==> src/rtl/dac_seg_pkg.sv <==
// Shared defaults and helper functions for the segmented DAC encoder.
package dac_seg_pkg;

   localparam int unsigned N_BIN_DEF = 7;
   localparam int unsigned N_MSB_DEF = 4;
   // Widest thermometer word the mask helper can build (N_MSB up to 6).
   localparam int unsigned THERM_MAX = 64;

   // Unary vector of k set cells starting at cell ptr, wrapping modulo n.
   function automatic logic [THERM_MAX-1:0] therm_mask(input int unsigned k,
                                                       input int unsigned ptr,
                                                       input int unsigned n);
      logic [THERM_MAX-1:0] m;
      int unsigned          off;
      m = '0;
      for (int unsigned i = 0; i < THERM_MAX; i++) begin
         off = (i >= ptr) ? (i - ptr) : (i + n - ptr);
         if ((i < n) && (off < k)) begin
            m = m | (THERM_MAX'(1) << i);
         end
      end
      return m;
   endfunction

   // (ptr + k) mod n, valid because ptr < n and k <= n.
   function automatic int unsigned wrap_add(input int unsigned ptr,
                                            input int unsigned k,
                                            input int unsigned n);
      int unsigned s;
      s = ptr + k;
      if (s >= n) begin
         s = s - n;
      end
      return s;
   endfunction

endpackage

==> src/rtl/dac_dwa_rotator.sv <==
// DWA start pointer register and combinational rotated thermometer mask.
module dac_dwa_rotator
   import dac_seg_pkg::*;
#(
   parameter int unsigned N_THERM = 15,
   parameter int unsigned PTR_W   = 4,
   parameter int unsigned K_W     = 4
) (
   input  logic               clkin,
   input  logic               rstb,
   input  logic               clr,
   input  logic               adv,
   input  logic               dwa_en,
   input  logic [K_W-1:0]     k,
   output logic [PTR_W-1:0]   ptr,
   output logic [N_THERM-1:0] mask_c
);

   logic [PTR_W-1:0] start_c;

   // Static mode always fills from cell 0; DWA mode fills from the pointer.
   always_comb begin
      start_c = dwa_en ? ptr : '0;
      mask_c  = N_THERM'(therm_mask(32'(k), 32'(start_c), N_THERM));
   end

   // Pointer advances by k on each sample leaving the pipe; static mode pins it to 0.
   always_ff @(posedge clkin or negedge rstb) begin
      if (!rstb) begin
         ptr <= '0;
      end else if (clr) begin
         ptr <= '0;
      end else if (adv) begin
         ptr <= dwa_en ? PTR_W'(wrap_add(32'(ptr), 32'(k), N_THERM)) : '0;
      end
   end

endmodule

==> src/rtl/dac_seg_encoder.sv <==
// Segmented DAC front-end: format conversion, 2-stage pipe, binary/thermometer output flops.
module dac_seg_encoder
   import dac_seg_pkg::*;
#(
   parameter  int unsigned N_BIN   = N_BIN_DEF,
   parameter  int unsigned N_MSB   = N_MSB_DEF,
   localparam int unsigned N_THERM = 2**N_MSB - 1,
   localparam int unsigned PTR_W   = $clog2(N_THERM)
) (
   input  logic                   clkin,
   input  logic                   rstb,
   input  logic                   pdb,
   input  logic [N_BIN+N_MSB-1:0] data_in,
   input  logic                   data_valid,
   input  logic                   fmt_twos,
   input  logic                   dwa_en,
   output logic [N_BIN-1:0]       datainbin,
   output logic [N_BIN-1:0]       datainbinb,
   output logic [N_THERM-1:0]     dataintherm,
   output logic [N_THERM-1:0]     datainthermb,
   output logic                   out_valid,
   output logic [PTR_W-1:0]       dwa_ptr
);

   localparam int unsigned N_CODE = N_BIN + N_MSB;

   logic [N_CODE-1:0]  code_c;
   logic               s1_valid;
   logic [N_MSB-1:0]   s1_k;
   logic [N_BIN-1:0]   s1_b;
   logic               s2_valid;
   logic [N_MSB-1:0]   s2_k;
   logic [N_BIN-1:0]   s2_b;
   logic [N_THERM-1:0] mask_c;

   // Two's complement to offset binary is an MSB flip.
   always_comb begin
      code_c = fmt_twos ? {~data_in[N_CODE-1], data_in[N_CODE-2:0]} : data_in;
   end

   // Stage 1 splits the code; stage 2 lines the sample up with the pointer update.
   always_ff @(posedge clkin or negedge rstb) begin
      if (!rstb) begin
         s1_valid <= 1'b0;
         s1_k     <= '0;
         s1_b     <= '0;
         s2_valid <= 1'b0;
         s2_k     <= '0;
         s2_b     <= '0;
      end else begin
         s1_valid <= pdb & data_valid;
         s2_valid <= pdb & s1_valid;
         if (data_valid) begin
            s1_k <= code_c[N_CODE-1:N_BIN];
            s1_b <= code_c[N_BIN-1:0];
         end
         if (s1_valid) begin
            s2_k <= s1_k;
            s2_b <= s1_b;
         end
      end
   end

   dac_dwa_rotator #(
      .N_THERM (N_THERM),
      .PTR_W   (PTR_W),
      .K_W     (N_MSB)
   ) u_rot (
      .clkin   (clkin),
      .rstb    (rstb),
      .clr     (~pdb),
      .adv     (s2_valid),
      .dwa_en  (dwa_en),
      .k       (s2_k),
      .ptr     (dwa_ptr),
      .mask_c  (mask_c)
   );

   // True and complement buses share one flop stage so they never skew.
   always_ff @(posedge clkin or negedge rstb) begin
      if (!rstb) begin
         datainbin    <= '0;
         datainbinb   <= '1;
         dataintherm  <= '0;
         datainthermb <= '1;
         out_valid    <= 1'b0;
      end else if (!pdb) begin
         datainbin    <= '0;
         datainbinb   <= '1;
         dataintherm  <= '0;
         datainthermb <= '1;
         out_valid    <= 1'b0;
      end else if (s2_valid) begin
         datainbin    <= s2_b;
         datainbinb   <= ~s2_b;
         dataintherm  <= mask_c;
         datainthermb <= ~mask_c;
         out_valid    <= 1'b1;
      end else begin
         out_valid    <= 1'b0;
      end
   end

endmodule

==> config.mk <==
export PLATFORM = sky130hd
export DESIGN_NAME = dac_seg_encoder
export DESIGN_NICKNAME = d
export VERILOG_FILES = /design/src/rtl/dac_seg_pkg.sv /design/src/rtl/dac_dwa_rotator.sv /design/src/rtl/dac_seg_encoder.sv
export SDC_FILE = /design/constraint.sdc
export NUM_CORES = 1
export LEC_CHECK = 0
export BUFFER_PORTS_ARGS = -buffer_cell sky130_fd_sc_hd__buf_2
export CAP_MARGIN = 20
export CORE_UTILIZATION = 64
export DETAILED_ROUTE_END_ITERATION = 8
export GPL_TIMING_DRIVEN = 0
export PLACE_DENSITY = 0.87
export SLEW_MARGIN = 20
export SYNTH_ARGS = -nofsm -noshare
export SYNTH_HDL_FRONTEND = slang
export SYNTH_SLANG_ARGS = --single-unit
==> constraint.sdc <==
create_clock -name clkin -period 5.6 [get_ports clkin]
set_input_delay 0.84 -clock clkin [delete_from_list [all_inputs] [get_ports clkin]]
set_output_delay 0.84 -clock clkin [all_outputs]
set_load 0.005 [all_outputs]
# == Yosys cells after proc, flatten, opt, wreduce, memory -nomap -nowiden ==
# Index checks and enable logic that the tools add are counted.
# word_totals
register_bits,73
in_bits,17
out_inout_bits,49
word_cells,127
# classes
n_addsub,32
order_cmp,31
n_eq_ne,1
n_mux,46
bitwise_logic,5
# op_table
cell,n
less-than comparator 32 x 4 -> 1 bit,15
two-way mux 32 bit,15
"subtractor 5 x 4 -> 6 bit, first input constant",14
two-way mux 15 bit,5
"subtractor 4 x 4 -> 5 bit, first input constant",8
two-way mux 7 bit,5
"greater-or-equal comparator 4 bit, first input constant",7
two-way mux 4 bit,6
two-way mux 11 bit,2
"subtractor 3 x 4 -> 5 bit, first input constant",4
"greater-or-equal comparator 3 x 4 -> 1 bit, first input constant",4
NOT 15 bit,1
two-way mux 14 bit,1
two-way mux 13 bit,1
two-way mux 12 bit,1
two-way mux 10 bit,1
"subtractor 1 x 4 -> 5 bit, first input constant",2
"subtractor 2 x 4 -> 5 bit, first input constant",2
two-way mux 9 bit,1
"greater-or-equal comparator 1 x 4 -> 1 bit, first input constant",2
"greater-or-equal comparator 2 x 4 -> 1 bit, first input constant",2
two-way mux 8 bit,1
NOT 7 bit,1
two-way mux 6 bit,1
other kinds (10),13

# == Depth between registers and ports, before layout ==
# depth
depth_word,22
depth_mapped,15
mapped_depth_nobuf,12

# == Cells and area by module ==
# From an unflattened synthesis, not the netlist that was laid out.
# hier_totals
hier_cells,607
hier_area_um2,5531.6
# by_module_without_submodules
mod,n_inst,cells_per_inst,area_per_inst_um2,seq_area_each_um2
dac_dwa_rotator,1,387,2792.7,100.1
dac_seg_encoder,1,220,2738.9,1754.2

# == Least setup slack after synthesis ==
# OpenSTA, ideal clock, no wires.
# synth_timing
path_type,input to register
from,in dwa_en
to,reg datainthermb[10]
setup_time_ns,0.080
arrival_ns,3.329
t_required_ns,5.520
slack_ns,2.192
path_stages,13
n_path_buf,2
cell_sequence,buf_2 buf_2 o21ai_2 inv_1 ha_1 and2_1 mux2_2 ha_1 a21o_1 a211o_1 a31oi_1 o21ai_1 o22a_1
# synth_via
elab_chain_cells,12
elab_cells_between_ends,14
cone_classes,2 x add/sub; 2 x order compare; 9 x mux; 1 x bitwise
# synth_lines
item,line,rtl
start: declaration,dac_seg_encoder.sv:16,"input logic dwa_en,"
two-way mux 4 bit (*),dac_dwa_rotator.sv:23,start_c = dwa_en ? ptr : '0;
"subtractor 5 x 4 -> 6 bit, or another cell as far along",dac_seg_pkg.sv:17,off = (i >= ptr) ? (i - ptr) : (i + n - ptr);
two-way mux 32 bit (*),dac_seg_pkg.sv:17,
less-than comparator 32 x 4 -> 1 bit (*),dac_seg_pkg.sv:18,if ((i < n) && (off < k)) begin
two-way mux 11 bit (*),dac_seg_pkg.sv:18,
two-way mux 12 bit (*),dac_seg_pkg.sv:18,
two-way mux 13 bit (*),dac_seg_pkg.sv:18,
two-way mux 14 bit (*),dac_seg_pkg.sv:18,
two-way mux 15 bit (*),dac_seg_pkg.sv:18,
NOT 15 bit (*),dac_seg_encoder.sv:97,datainthermb <= ~mask_c;
two-way mux 15 bit (*),dac_seg_encoder.sv:93,end else if (s2_valid) begin
two-way mux 15 bit (*),dac_seg_encoder.sv:87,end else if (!pdb) begin
end signal: assignment,dac_seg_encoder.sv:97,
end: declaration,dac_seg_encoder.sv:20,"output logic [N_THERM-1:0] datainthermb,"
# Every way passes the cells marked *; elsewhere a longest branch is shown, timed or not. The select of a mux whose other input is x is not followed.
# A chain may end at the register's enable or synchronous reset.

# == Worst setup path after layout ==
# layout_timing
from,in dwa_en
to,reg dataintherm[10]
# layout_via
elab_chain_cells,11
elab_cells_between_ends,13
cone_classes,2 x add/sub; 2 x order compare; 9 x mux
# layout_lines
item,line,rtl
two-way mux 4 bit (*),dac_dwa_rotator.sv:23,
"subtractor 5 x 4 -> 6 bit, or another cell as far along",dac_seg_pkg.sv:17,
two-way mux 32 bit (*),dac_seg_pkg.sv:17,
less-than comparator 32 x 4 -> 1 bit (*),dac_seg_pkg.sv:18,
two-way mux 11 bit (*),dac_seg_pkg.sv:18,
two-way mux 12 bit (*),dac_seg_pkg.sv:18,
two-way mux 13 bit (*),dac_seg_pkg.sv:18,
two-way mux 14 bit (*),dac_seg_pkg.sv:18,
two-way mux 15 bit (*),dac_seg_pkg.sv:18,
two-way mux 15 bit (*),dac_seg_encoder.sv:93,
two-way mux 15 bit (*),dac_seg_encoder.sv:87,
end signal: assignment,dac_seg_encoder.sv:96,dataintherm <= mask_c;
end: declaration,dac_seg_encoder.sv:19,"output logic [N_THERM-1:0] dataintherm,"
# Marked as above.

==> flow_summary.ini <==
[outcome]
status = finished, final reports clean

[critical_path]
slowest_delay_ns = 0.37
cp.depth = 14
rrSetupSlack_ns = 1.99
setup.worst_path.start_class = input pin
path_delay_family = compound AO/OA/AOI/OAI gates
rr_endpoint = dataintherm[10]
worst_path_most_repeated_cell = buf_2
worstRegToRegCells = 13
crit_path_end_kind = flop
criticalPathCategory = input pin to flop
path_buf_inv = 4
endpoint = dataintherm[10]
r2r-start = u_rot.ptr[2]
crit_start = dwa_en
crit_required_ns = 5.88
path_cells = buf_2 -> buf_2 -> buf_2 -> o21ai_2 -> inv_1 -> ha_1 -> and2_1 -> mux2_2 -> ha_1 -> a21o_1 -> a211o_1 -> a31oi_1 -> o21ai_1 -> o21ai_0
crit_slowest_cell = mux2_2
crit_path_max_fanout = 10
cp.arrival_ns = 3.96

[timing]
finalHoldViolCount = 0
relSlewSlack_pct = 41.2
finalSetupViolations = 0
fin_crit_ns = 3.69
finalMaxSlewViolations = 0
fmax_mhz = 271
holdWs_ns = 0.408
finalClockSkew_ns = 0.0154
fin_crit_sh_pct = 65.8
fin_ws_ns = 1.91
rsz0062_at_grt = false
tns_ns = 0
tightest_slew_ns = 0.881

[clock_network]
cts_tree = built
htreeDepth = 3
cts_root_buf = clkbuf_8
cts_hold_buf = 0
cts_inserted_buffers = 9
clk_pin_slew_ns = 0.10
post_cts_buffers = 0
ctsResizeCount = 0
clkLatencyLatePin_ns = 0.36
clock_sinks = 73
clk_path_buf_depth = 2

[logic_synthesis]
yosysMostFrequentCell = nand2_1
yosysTopAreaCellShare_pct = 24.1
ys.warnings.count = 0
synth_top_family_by_area = compound AO/OA/AOI/OAI gates
yosys.area_share.xor_xnor_pct = 2.62
synth.avg_cell_area_sq_um = 9.21
ys_ff_latch = 73
synthCells = 575
synth_compound_area_share_pct = 21.3
synth-main-ff-cell = dfrtp_1
yosys.area_share.simple_pct = 15.7
synth_common_cells = nand2_1, ha_1, dfrtp_1
synth.area.mux_share_pct = 6.99
synth-edff-count = 0
synth_area_sq_um = 5300
yosysTopAreaCell = dfrtp_1
synth_nets = 649
ys_async_sr_fraction_pct = 100
seq_area_frac_synth_pct = 35.0
synthAdderAreaFrac_pct = 13.6
yosys-top-cells-area = dfrtp_1, ha_1, dfstp_2
synth_cell_types = 71

[grt]
gr-total-overflow = 0
grt_pass1_wl_um = 25300
first_global_vias = 5156
antenna_found_initial = 0
grt_use_total_pct = 38.3
grt_start_max_net_pins = 42

[placed_design]
placed_cell_area_sq_um = 5770
io_buffer_count = 64
place.gp.congestion = 0.975
hpwl_um = 11200
dp_slack_ns = 1.63

[pwr]
p_sw_mw = 0.460
p_int_mw = 0.872
power_density_nw_per_um2 = 224
sw_frac_of_total_pct = 34.5
ir_worst_vdd_uv = 178
clock_power_share_pct = 30.7
seqPwrFrac_pct = 44.9
power.total_mw = 1.33
p_comb_share_pct = 24.4
power.leakage_nw = 2.74

[drt]
wirelength_um = 15700
dr.pass1.iters = 5
ant_nets = 0
drt_iter0_markers = 481
route.vias.total = 4985
drc = 0
wl_per_cell_um = 20.7
vias_per_cell = 6.58

[die]
fp.dieW_um = 93.0
start_util_pct = 67.5
boundaryPins = 66
dieArea_sq_um = 8640
row_count = 32
die_height_um = 93.0
coreArea_sq_um = 7850

[worst_hold_path]
min_path_type = input pin to async pin

[final_layout]
synthToLayoutAreaGrowth_pct = 12.3
n_antenna_cell = 0
drive_above_1_share_pct = 25.0
final_nets = 725
stdcell_area_sq_um = 5950

[flow_run]
cap_violations = 0
worst min-delay path by stage:
stage                          startpoint         endpoint  slack, ns
after detailed placement  dataintherm[14]  dataintherm[14]       0.46
after global routing                 rstb   dataintherm[6]       0.44
after floorplan                   s1_k[0]          s2_k[0]       0.45
after CTS                            rstb   dataintherm[6]       0.42
after global placement     dataintherm[1]   dataintherm[1]       0.45
final                                rstb   dataintherm[6]       0.41
flip-flops by register name, indices dropped and copies added (netlist names):
register,cells
dataintherm,15
datainthermb,15
datainbin,7
datainbinb,7
s1_b,7
s2_b,7
s1_k,4
s2_k,4
u_rot.ptr,4
out_valid,1
s1_valid,1
s2_valid,1
cell families after synthesis:
group / count (synthesis)
xor gates and xnor gates: 15
and+or+nand+nor: 173
buffers and inverters: 56
AOI/OAI and AO/OA: 167
adders and majority gates: 57
muxes: 34
DFF: 73
metrics by stage:
step	cells	utilization (%)
after floorplan	575	-
after global placement	741	73.2
after detailed placement	742	73.5
after CTS	758	75.8
after global routing	758	75.8
final	758	75.8
per-layer routing:
| metal | global-route usage (%) | routed length, um | vias up |
|---|---|---|---|
| met1 | 46.9 | 6210 | 2381 |
| met5 | 0 | 0 | - |
| li1 | - | - | 2225 |
| met4 | 21.7 | 648 | 0 |
| met2 | 63.4 | 7430 | 309 |
| met3 | 7.15 | 1380 | 70 |
power groups by stage:
stage / registers [mW] / clock network [mW] / logic [mW]
after floorplan: 0.603 / 0 / 0.209
final: 0.598 / 0.409 / 0.325
after CTS: 0.598 / 0.408 / 0.319
after global placement: 0.604 / 0 / 0.296
after global routing: 0.603 / 0.427 / 0.362
after detailed placement: 0.607 / 0 / 0.317
placed cells by master (no fill, tap or decap), types with 3 or more instances in the layout:
| cell type | instances |
|---|---|
| mux2i_1 | 13 |
| a31oi_1 | 10 |
| nor3_1 | 7 |
| buf_4 | 7 |
| nand2b_1 | 14 |
| inv_6 | 3 |
| buf_2 | 79 |
| inv_2 | 3 |
| mux2_2 | 20 |
| nor2_1 | 38 |
| dfrtp_1 | 51 |
| o211ai_1 | 6 |
| o21a_1 | 8 |
| and2_1 | 7 |
| a211o_1 | 6 |
| nand2_1 | 59 |
| nand3_1 | 18 |
| ha_1 | 56 |
| o21ai_1 | 7 |
| xnor2_1 | 14 |
| o21ai_0 | 43 |
| a21oi_1 | 28 |
| dfstp_2 | 22 |
| or3_1 | 3 |
| clkbuf_8 | 9 |
| a21boi_0 | 7 |
| clkbuf_1 | 12 |
| o31ai_1 | 4 |
| nor2b_1 | 10 |
| a211oi_1 | 8 |
| buf_1 | 3 |
| a21o_1 | 8 |
| inv_1 | 16 |
layout make-up:
cell class,instances,area [sq um]
flip-flops and latches,73,1850
clock buffers,9,124
clock inverters,7,57.6
well taps,102,128
inverters,19,71.3
fillers,582,1900
plain buffers,37,181
repair buffers,65,343
multi-input cells,446,3190
Power figures use the tool's default switching activity.
